`src/rtl/pool_pkg.sv`:
```
// pool_pkg: shared mode/state encodings and output-size helper for the pooling engine
package pool_pkg;
  typedef enum logic [1:0] {POOL_MAX = 2'd0, POOL_MIN = 2'd1, POOL_AVG = 2'd2} pool_mode_e;
  typedef enum logic [1:0] {IDLE, COMPUTE, DONE} pool_state_e;
  function automatic int out_dim(input int row_limit, input int win, input int stride);
    return (row_limit - win) / stride + 1;
  endfunction
endpackage

```
`src/rtl/pool_window_acc.sv`:
```
// pool_window_acc: running max/min/sum over one window, emitting the pooled value with the last element
module pool_window_acc import pool_pkg::*; #(
  parameter int DATA_W = 5,
  parameter int WIN = 3
) (
  input  logic              clk,
  input  logic              rst_n,
  input  logic              en,
  input  logic [1:0]        mode,
  input  logic [DATA_W-1:0] elem,
  input  logic              first,
  input  logic              last,
  output logic [DATA_W-1:0] result,
  output logic              res_valid
);
  localparam int SUM_W = DATA_W + $clog2(WIN * WIN + 1);
  localparam logic [SUM_W-1:0] AREA = SUM_W'(WIN * WIN);
  logic [SUM_W-1:0] acc_q, acc_d, init, base, ext, comb;
  logic is_min, is_avg;
  always_comb begin
    is_min = mode == POOL_MIN;
    is_avg = mode == POOL_AVG;
    init = is_min ? SUM_W'({DATA_W{1'b1}}) : '0;
    base = first ? init : acc_q;
    ext = SUM_W'(elem);
    comb = is_avg ? base + ext : is_min ? (ext < base ? ext : base) : (ext > base ? ext : base);
    acc_d = en ? (last ? init : comb) : acc_q;
    result = DATA_W'(is_avg ? comb / AREA : comb);
    res_valid = en && last;
  end
  always_ff @(posedge clk) begin
    if (!rst_n) acc_q <= '0;
    else acc_q <= acc_d;
  end
endmodule

```
`src/rtl/pool_engine.sv`:
```
// pool_engine: snapshots a square matrix and sweeps a WIN x WIN window at STRIDE into a pooled matrix
module pool_engine import pool_pkg::*; #(
  parameter int DATA_W = 5,
  parameter int ROW_LIMIT = 10,
  parameter int WIN = 3,
  parameter int STRIDE = 1,
  localparam int OUT_DIM = out_dim(ROW_LIMIT, WIN, STRIDE)
) (
  input  logic                                clk,
  input  logic                                rst_n,
  input  logic                                in_valid,
  output logic                                in_ready,
  input  logic [1:0]                          in_mode,
  input  logic [DATA_W*ROW_LIMIT*ROW_LIMIT-1:0] in_matrix,
  output logic                                out_valid,
  input  logic                                out_ready,
  output logic [DATA_W*OUT_DIM*OUT_DIM-1:0]   out_matrix,
  output logic                                busy
);
  localparam int IN_W = DATA_W * ROW_LIMIT * ROW_LIMIT;
  localparam int OUT_W = DATA_W * OUT_DIM * OUT_DIM;
  localparam int CW = $clog2(ROW_LIMIT + 1);
  localparam int IX_W = $clog2(IN_W);
  localparam int OX_W = $clog2(OUT_W);
  localparam logic [CW-1:0] ONE = 1;
  pool_state_e state_q, state_d;
  logic [IN_W-1:0] snap_q, snap_d;
  logic [OUT_W-1:0] out_q, out_d;
  logic [1:0] mode_q, mode_d;
  logic [CW-1:0] i_q, i_d, j_q, j_d, m_q, m_d, n_q, n_d;
  logic n_wrap, m_wrap, j_wrap, i_wrap, last_elem, sweep_done, accept, computing;
  logic [IX_W-1:0] elem_idx;
  logic [OX_W-1:0] out_idx;
  logic [DATA_W-1:0] elem, acc_res;
  logic acc_valid;
  assign n_wrap = n_q == CW'(WIN - 1);
  assign m_wrap = m_q == CW'(WIN - 1);
  assign j_wrap = j_q == CW'(OUT_DIM - 1);
  assign i_wrap = i_q == CW'(OUT_DIM - 1);
  assign last_elem = n_wrap && m_wrap;
  assign sweep_done = last_elem && j_wrap && i_wrap;
  assign accept = state_q == IDLE && in_valid;
  assign computing = state_q == COMPUTE;
  assign elem_idx = IX_W'(((int'(i_q) * STRIDE + int'(m_q)) * ROW_LIMIT + int'(j_q) * STRIDE + int'(n_q)) * DATA_W);
  assign out_idx = OX_W'((int'(i_q) * OUT_DIM + int'(j_q)) * DATA_W);
  assign elem = snap_q[elem_idx +: DATA_W];
  assign out_matrix = out_q;
  pool_window_acc #(.DATA_W(DATA_W), .WIN(WIN)) u_acc (
    .clk(clk),
    .rst_n(rst_n),
    .en(computing),
    .mode(mode_q),
    .elem(elem),
    .first(n_q == '0 && m_q == '0),
    .last(last_elem),
    .result(acc_res),
    .res_valid(acc_valid)
  );
  always_ff @(posedge clk) begin
    if (!rst_n) state_q <= IDLE;
    else state_q <= state_d;
  end
  always_comb begin
    state_d = state_q;
    if (accept) state_d = COMPUTE;
    if (computing && sweep_done) state_d = DONE;
    if (state_q == DONE && out_ready) state_d = IDLE;
  end
  always_comb begin
    in_ready = state_q == IDLE;
    out_valid = state_q == DONE;
    busy = state_q != IDLE;
  end
  always_comb begin
    snap_d = accept ? in_matrix : snap_q;
    mode_d = accept ? in_mode : mode_q;
    n_d = computing ? (n_wrap ? '0 : n_q + ONE) : state_q == IDLE ? '0 : n_q;
    m_d = computing ? (n_wrap ? (m_wrap ? '0 : m_q + ONE) : m_q) : state_q == IDLE ? '0 : m_q;
    j_d = computing ? (last_elem ? (j_wrap ? '0 : j_q + ONE) : j_q) : state_q == IDLE ? '0 : j_q;
    i_d = computing ? (last_elem && j_wrap ? (i_wrap ? '0 : i_q + ONE) : i_q) : state_q == IDLE ? '0 : i_q;
    out_d = out_q;
    if (acc_valid) out_d[out_idx +: DATA_W] = acc_res;
  end
  always_ff @(posedge clk) begin
    if (!rst_n) begin
      snap_q <= '0;
      mode_q <= '0;
      out_q <= '0;
      i_q <= '0;
      j_q <= '0;
      m_q <= '0;
      n_q <= '0;
    end else begin
      snap_q <= snap_d;
      mode_q <= mode_d;
      out_q <= out_d;
      i_q <= i_d;
      j_q <= j_d;
      m_q <= m_d;
      n_q <= n_d;
    end
  end
endmodule

```
`config.mk`:
```
export PLATFORM = sky130hd
export DESIGN_NAME = pool_engine
export DESIGN_NICKNAME = d
export VERILOG_FILES = /design/src/rtl/pool_pkg.sv /design/src/rtl/pool_window_acc.sv /design/src/rtl/pool_engine.sv
export SDC_FILE = /design/constraint.sdc
export NUM_CORES = 2
export LEC_CHECK = 0
export ABC_AREA = 1
export CELL_PAD_IN_SITES_DETAIL_PLACEMENT = 1
export CELL_PAD_IN_SITES_GLOBAL_PLACEMENT = 2
export CORE_UTILIZATION = 27
export CTS_BUF_LIST = sky130_fd_sc_hd__clkbuf_4 sky130_fd_sc_hd__clkbuf_8
export CTS_CLUSTER_SIZE = 30
export DETAILED_ROUTE_END_ITERATION = 6
export PLACE_DENSITY_LB_ADDON = 0.05
export REMOVE_ABC_BUFFERS = 1
export SKIP_CTS_REPAIR_TIMING = 1
export SLEW_MARGIN = 20
export SYNTH_ARGS = -nofsm -noshare
export SYNTH_HDL_FRONTEND = slang
export SYNTH_HIERARCHICAL = 1
export SYNTH_SLANG_ARGS = --single-unit
```
`constraint.sdc`:
```
create_clock -name clk -period 10.1 [get_ports clk]
set_input_delay 2.02 -clock clk [delete_from_list [all_inputs] [get_ports clk]]
set_output_delay 2.02 -clock clk [all_outputs]
set_load 0.02 [all_outputs]
```
Word level (Yosys, flattened, before mapping)
Cells that the tools add are included.
{ "word_totals": {"regBits": 849, "output_inout_bits": 323, "elab_cells": 83} }
{ "op_classes": {"n_reduce_logical": 19, "n_div": 1, "n_mul": 3, "n_eq_ne": 11, "muxes": 23, "shift": 3, "order_cmp": 2, "addsub": 10, "n_bitwise": 1} }
{ "op_table": {"columns": ["operator", "count"], "rows": [
  ["$shiftx A500 B10 Y5", 1],
  ["$bwmux W320", 1],
  ["$shift A5 B11 Y320 const A", 1],
  ["$shiftx A5 B11 Y320", 1],
  ["$mux W9", 6],
  ["$mux W4", 12],
  ["$add A4 B1 Y4 const B", 4],
  ["$add A10 B4 Y11", 1],
  ["$mul A11 B3 Y9 const B", 1],
  ["$neg A9 Y11", 1],
  ["$add A9 B4 Y10", 1],
  ["$mux W5", 2],
  ["$add A9 B5 Y9", 1],
  ["$div A9 B4 Y9 const B", 1],
  ["$gt A5 B9 Y1", 1],
  ["$lt A5 B9 Y1", 1],
  ["$mul A8 B3 Y9 const B", 1],
  ["$add A7 B4 Y8", 1],
  ["$eq A4 B2 Y1 const B", 2],
  ["$eq A4 B3 Y1 const B", 2],
  ["$logic_and A1 B1 Y1", 8],
  ["$logic_not A4 Y1", 2],
  ["$mul A5 B3 Y8 const B", 1],
  ["$reduce_and A2 Y1", 3],
  ["11 further kinds", 17]
]} }

Logic depth before layout (Yosys ltp)
{ "logic_depth": {"word_depth": 14, "ltp_mapped": 88} }

Cells and area by module
Netlist, hierarchy kept.
{ "modules_own_cells": {"columns": ["mod", "instances", "area_per_inst_um2", "cells_per_inst"], "rows": [
  ["pool_engine", 1, 51154.1, 8407],
  ["pool_window_acc", 1, 2011.9, 336]
]} }

Worst setup path after synthesis
Ideal clock, no wire load.
{ "synth_path": {"path_type": "register to register", "from": "register i_q[0]", "to": "register out_q[316] (netlist: out_matrix[316])", "path_slack_ns": -0.204, "t_arrival_ns": 10.240, "required_ns": 10.036, "stages_incl_launch_ff": 78, "synth_period_minus_slack_ns": 10.304, "n_path_buf": 1, "path_cell_list": "dfxtp_1 -> ha_1 -> fa_1 -> xor2_1 -> ha_1 -> inv_1 -> fa_1 -> inv_1 -> ha_1 -> a21oi_1 -> nand3_1 -> nand2_1 -> inv_1 -> ha_1 -> inv_1 -> fa_1 -> xnor2_1 -> inv_1 -> [... 42 more ...] -> xor2_1 -> nand2_1 -> nand2_1 -> inv_1 -> nand2_1 -> nand2_1 -> nand2_1 -> nand2_1 -> inv_1 -> o21ai_0 -> nand2_1 -> o21ai_0 -> inv_1 -> o22ai_1 -> nand3_1 -> nor2_1 -> nor2_1 -> nor2_1"} }
{ "synth_via": {"elab_chain_cells": 14} }
{ "synth_rtl": {"columns": ["element", "line_no", "text"], "rows": [
  ["start, declared", "pool_engine.sv:30", "logic [CW-1:0] i_q, i_d, j_q, j_d, m_q, m_d, n_q, n_d;"],
  ["start signal, assigned", "pool_engine.sv:97", "i_q <= i_d;"],
  ["$add A4 B4 Y5 *", "pool_engine.sv:44", "assign elem_idx = IX_W'(((int'(i_q) * STRIDE + int'(m_q)) * ROW_LIMIT + int'(j_q) * STRIDE + int'(n_q)) * DATA ..."],
  ["$mul A5 B3 Y8 *", "pool_engine.sv:44", null],
  ["$add A9 B4 Y10 *", "pool_engine.sv:44", null],
  ["$add A10 B4 Y11 *", "pool_engine.sv:44", null],
  ["$mul A11 B3 Y9 *", "pool_engine.sv:44", null],
  ["$shiftx A500 B10 Y5 *", "pool_engine.sv:46", "assign elem = snap_q[elem_idx +: DATA_W];"],
  ["named net elem[0]", "pool_engine.sv:34", "logic [DATA_W-1:0] elem, acc_res;"],
  ["$gt A5 B9 Y1 or $lt A5 B9 Y1 (tied branches)", "pool_window_acc.sv:26", "comb = is_avg ? base + ext : is_min ? (ext < base ? ext : base) : (ext > base ? ext : base);"],
  ["$mux W9 (2 in a row)", "pool_window_acc.sv:26", null],
  ["$mux W9 *", "pool_window_acc.sv:26", null],
  ["$div A9 B4 Y9", "pool_window_acc.sv:28", "result = DATA_W'(is_avg ? comb / AREA : comb);"],
  ["$mux W5 *", "pool_window_acc.sv:28", null],
  ["named net acc_res[0]", "pool_engine.sv:34", null],
  ["$shiftx A5 B11 Y320 *", "pool_engine.sv:82", "if (acc_valid) out_d[out_idx +: DATA_W] = acc_res;"],
  ["$bwmux W320 *", "pool_engine.sv:82", null],
  ["end signal, assigned", "pool_engine.sv:96", "out_q <= out_d;"],
  ["end, declared", "pool_engine.sv:28", "logic [OUT_W-1:0] out_q, out_d;"]
]} }
Mark *: on every way through the listed nets, which the timed path passes. The rest lies on a longest branch.
A chain may end at the register's enable or synchronous reset.

Worst setup path after layout
{ "layout_path": {"from": "register m_q[0]", "to": "register out_q[288] (netlist: out_matrix[288])"} }
{ "layout_via": {"elab_chain_cells": 14} }
{ "layout_rtl": {"columns": ["element", "line_no", "text"], "rows": [
  ["start, declared", "pool_engine.sv:30", null],
  ["start signal, assigned", "pool_engine.sv:99", "m_q <= m_d;"],
  ["$add A4 B4 Y5 *", "pool_engine.sv:44", null],
  ["$mul A5 B3 Y8 *", "pool_engine.sv:44", null],
  ["$add A9 B4 Y10 *", "pool_engine.sv:44", null],
  ["$add A10 B4 Y11 *", "pool_engine.sv:44", null],
  ["$mul A11 B3 Y9 *", "pool_engine.sv:44", null],
  ["$shiftx A500 B10 Y5 *", "pool_engine.sv:46", null],
  ["named net elem[3]", "pool_engine.sv:34", null],
  ["$gt A5 B9 Y1 or $lt A5 B9 Y1 (tied branches)", "pool_window_acc.sv:26", null],
  ["$mux W9 (2 in a row)", "pool_window_acc.sv:26", null],
  ["$mux W9 *", "pool_window_acc.sv:26", null],
  ["$div A9 B4 Y9", "pool_window_acc.sv:28", null],
  ["$mux W5 *", "pool_window_acc.sv:28", null],
  ["named net acc_res[0]", "pool_engine.sv:34", null],
  ["$shiftx A5 B11 Y320 *", "pool_engine.sv:82", null],
  ["$bwmux W320 *", "pool_engine.sv:82", null]
]} }
Marks and branches as above.

==> metrics.txt <==
vias in the first global route 63100; clock root buffer clkbuf_8; GRT Util Overall 27.0%; CTS Buf Count 170; Tmin final 10680 ps; IO Pins 829; die height 446 um; Crit. path cell count 84; Chip Width 446 um; CP arrival 11540 ps; EDFF count, synth 0; Via density 5.06; grt peak-use layer met2; largest net degree at the start of global routing 262; largest area contributor in the netlist dfxtp_1; synthesized flop and latch total 849; max-slew violation count 0; Final ANT Viol Nets 0; Post-synth top cells nand2_1 (2011), nor2_1 (1616), o21ai_0 (1270), dfxtp_1 (849), nand3_1 (644); Seq/Total Area, Yosys 32.0%; top cell type's share of synthesized area 32.0%; unique cell type count in the Yosys netlist 59; Layout Cells excl Fill 12300; WS Path Type flop to flop; clock sinks 849; Design Area, Final 72200 sq um; CP Data Required Time 10960 ps; Worst-path clk slew 60 ps; Tcrit/Tclk final 106%; worst hold slack 457 ps; area added between synthesis and finish 35.8%; Nets 10200; CP Launch Point m_q[0]; first-pass GRT wire length 409 mm; count leader, synth nand2_1; min setup slack post-route -582 ps; CP Capture Type flop; dpl cells 12000; crit-path max FO 6; WL/cell 22.6 um; number of cell rows 162; Crit-path slowest cell fa_4; Pre-Repair DR Iteration Count 5; Setup-failing EPs final 319; Mapped Cells 8743; ys flop type dfxtp_1; GPL Wtd Cong 0.880; DR vias 62500; reg2reg start m_q[0]; CTS tree yes; cell area after synthesis 53200 sq um; final hold violations 0; clk_lat worst skew 980 ps; Critical Path Source Type flop; CP most frequent cell nand2_4; Total Power 12.3 mW; synthesized area per cell 6.08 sq um; HPWL after DPL 208 mm; RSZ-0062 raised after global routing yes; DP Area 66300 sq um; synth warn 6; grt met1 use 35.8%; I/O Buffers 828; Largest stage delay, worst path 880 ps; H-tree Lvls 4; 1st-iter DRT viols 3661; relative slew slack 18.1%; Area contributors post-synth dfxtp_1 (32%), nand2_1 (14%), o21ai_0 (12%); met2 usage 44.1%; r2r endpoint out_matrix[288]; final WL 279 mm; failing checks setup timing; worst vdd ir 0.117 mV; CORE AREA 195000 sq um; status complete, but fails checks; R2R cell count 84; FMAX 93.6 MHz; initial antenna violation count 33; Worst-Margin Slew 1230 ps; deepest clock path buffer count 3; hold_sp out_matrix[63]; Max Clock Skew 93.2 ps; crit-path leading delay family simple AND/OR/NAND/NOR gates; crit path capture out_matrix[288]; r2r setup slk -580 ps; WP buf/inv 24; Pwr Density 170 nW/um^2; Pleak 29.7 nW; Die Area 199000 sq um; Initial Util 27.2%; final routed DRC violation total 0; worst hold path class flop to flop; ratio of cells with drive above 1 in the final layout 13.3%; Post-synth ARST share 0%; Layout Utilization 37.0%; max-cap check violation count 0; Overflow after GRT 0; GR Util met3 3.38%
layout by cell type, fill, tap and decap left out, types with 40 or more instances in the layout:
cell,Yosys,final
o211ai_1,109,109
nor2_1,1616,1546
nand4_1,82,82
nand2_2,29,73
a21oi_1,377,343
ha_1,62,41
nor3_1,104,79
inv_1,447,416
nand2_1,2011,1945
o21ai_0,1270,1253
nand3_1,644,608
nor2_2,12,50
clkbuf_8,0,214
o21ai_1,35,40
buf_4,4,363
clkdlybuf4s50_1,0,827
mux2i_1,130,130
clkbuf_4,0,50
or2_2,99,98
inv_2,21,47
dfxtp_1,849,847
buf_12,0,67
kinds of logic (layout without fill, tap and decap cells):
family / after synthesis / in the layout / synth area share, %
buffers and inverters: 1113 / 2069 / 8.19
XOR/XNOR: 18 / 18 / 0.297
multiplexers: 130 / 130 / 2.45
AO/OA/AOI/OAI: 1904 / 1904 / 19.0
AND/OR/NAND/NOR: 4658 / 4658 / 36.3
flip-flops: 849 / 849 / 32.0
other: 0 / 21 / 0
adder cells (fa/ha/maj): 71 / 71 / 1.80
state kept, by name, summed over array words and instances, names as in the netlist:
signal       cells
snap_q         500
u_acc/acc_q      9
i_q              4
m_q              4
n_q              4
mode_q           2
state_q          2
out_matrix     320
j_q              4
per-layer routing:
layer	share of wire (%)	routed length (um)	up-vias
li1	-	-	30300
met1	46	128000	30400
met2	46	128000	1363
met3	4.1	11400	409
met4	4.3	12100	2
met5	0.0047	13	-
through the flow:
stage          TNS [ps]  setup WS [ps]
6_report        -107750           -582
5_1_grt         -295550          -1180
4_1_cts         -400570          -1530
3_5_place_dp    -383850          -1460
3_3_place_gp    -317970          -1300
2_1_floorplan         -         -21590
where the power goes:
| group | switching [mW] | leakage (nW) | internal [mW] | total [mW] |
|---|---|---|---|---|
| Sequential | 0.146 | 6.96 | 3.54 | 3.68 |
| Combinational | 2.87 | 20.7 | 1.69 | 4.56 |
| Clock | 1.75 | 1.98 | 2.26 | 4.01 |
| Total | 4.77 | 29.7 | 7.48 | 12.3 |
tightest hold or removal path, stage by stage, from the launching register on:
cell and delay, ps:
dfxtp_1 310, inv_1 50, a21oi_1 50
final cells by class:
| type | count | area (sq um) |
|---|---|---|
| Inverter | 480 | 1860 |
| Antenna cell | 21 | 52.6 |
| Fill cell | 24700 | 123000 |
| Timing Repair Buffer | 1295 | 12800 |
| Clock inverter | 30 | 433 |
| Clock buffer | 264 | 3320 |
| Multi-Input combinational cell | 6781 | 33400 |
| Tap cell | 2624 | 3280 |
| Sequential cell | 849 | 17000 |
worst min-delay path by stage:
stage / cells after the start / to / slack [ps]
2_1_floorplan: 2 / snap_q[244] / 440
5_1_grt: 2 / snap_q[233] / 490
4_1_cts: 2 / out_matrix[63] / 450
3_3_place_gp: 2 / out_matrix[63] / 440
6_report: 2 / out_matrix[63] / 460
3_5_place_dp: 2 / out_matrix[63] / 450
Note: power is estimated with default switching activity, not from simulation.
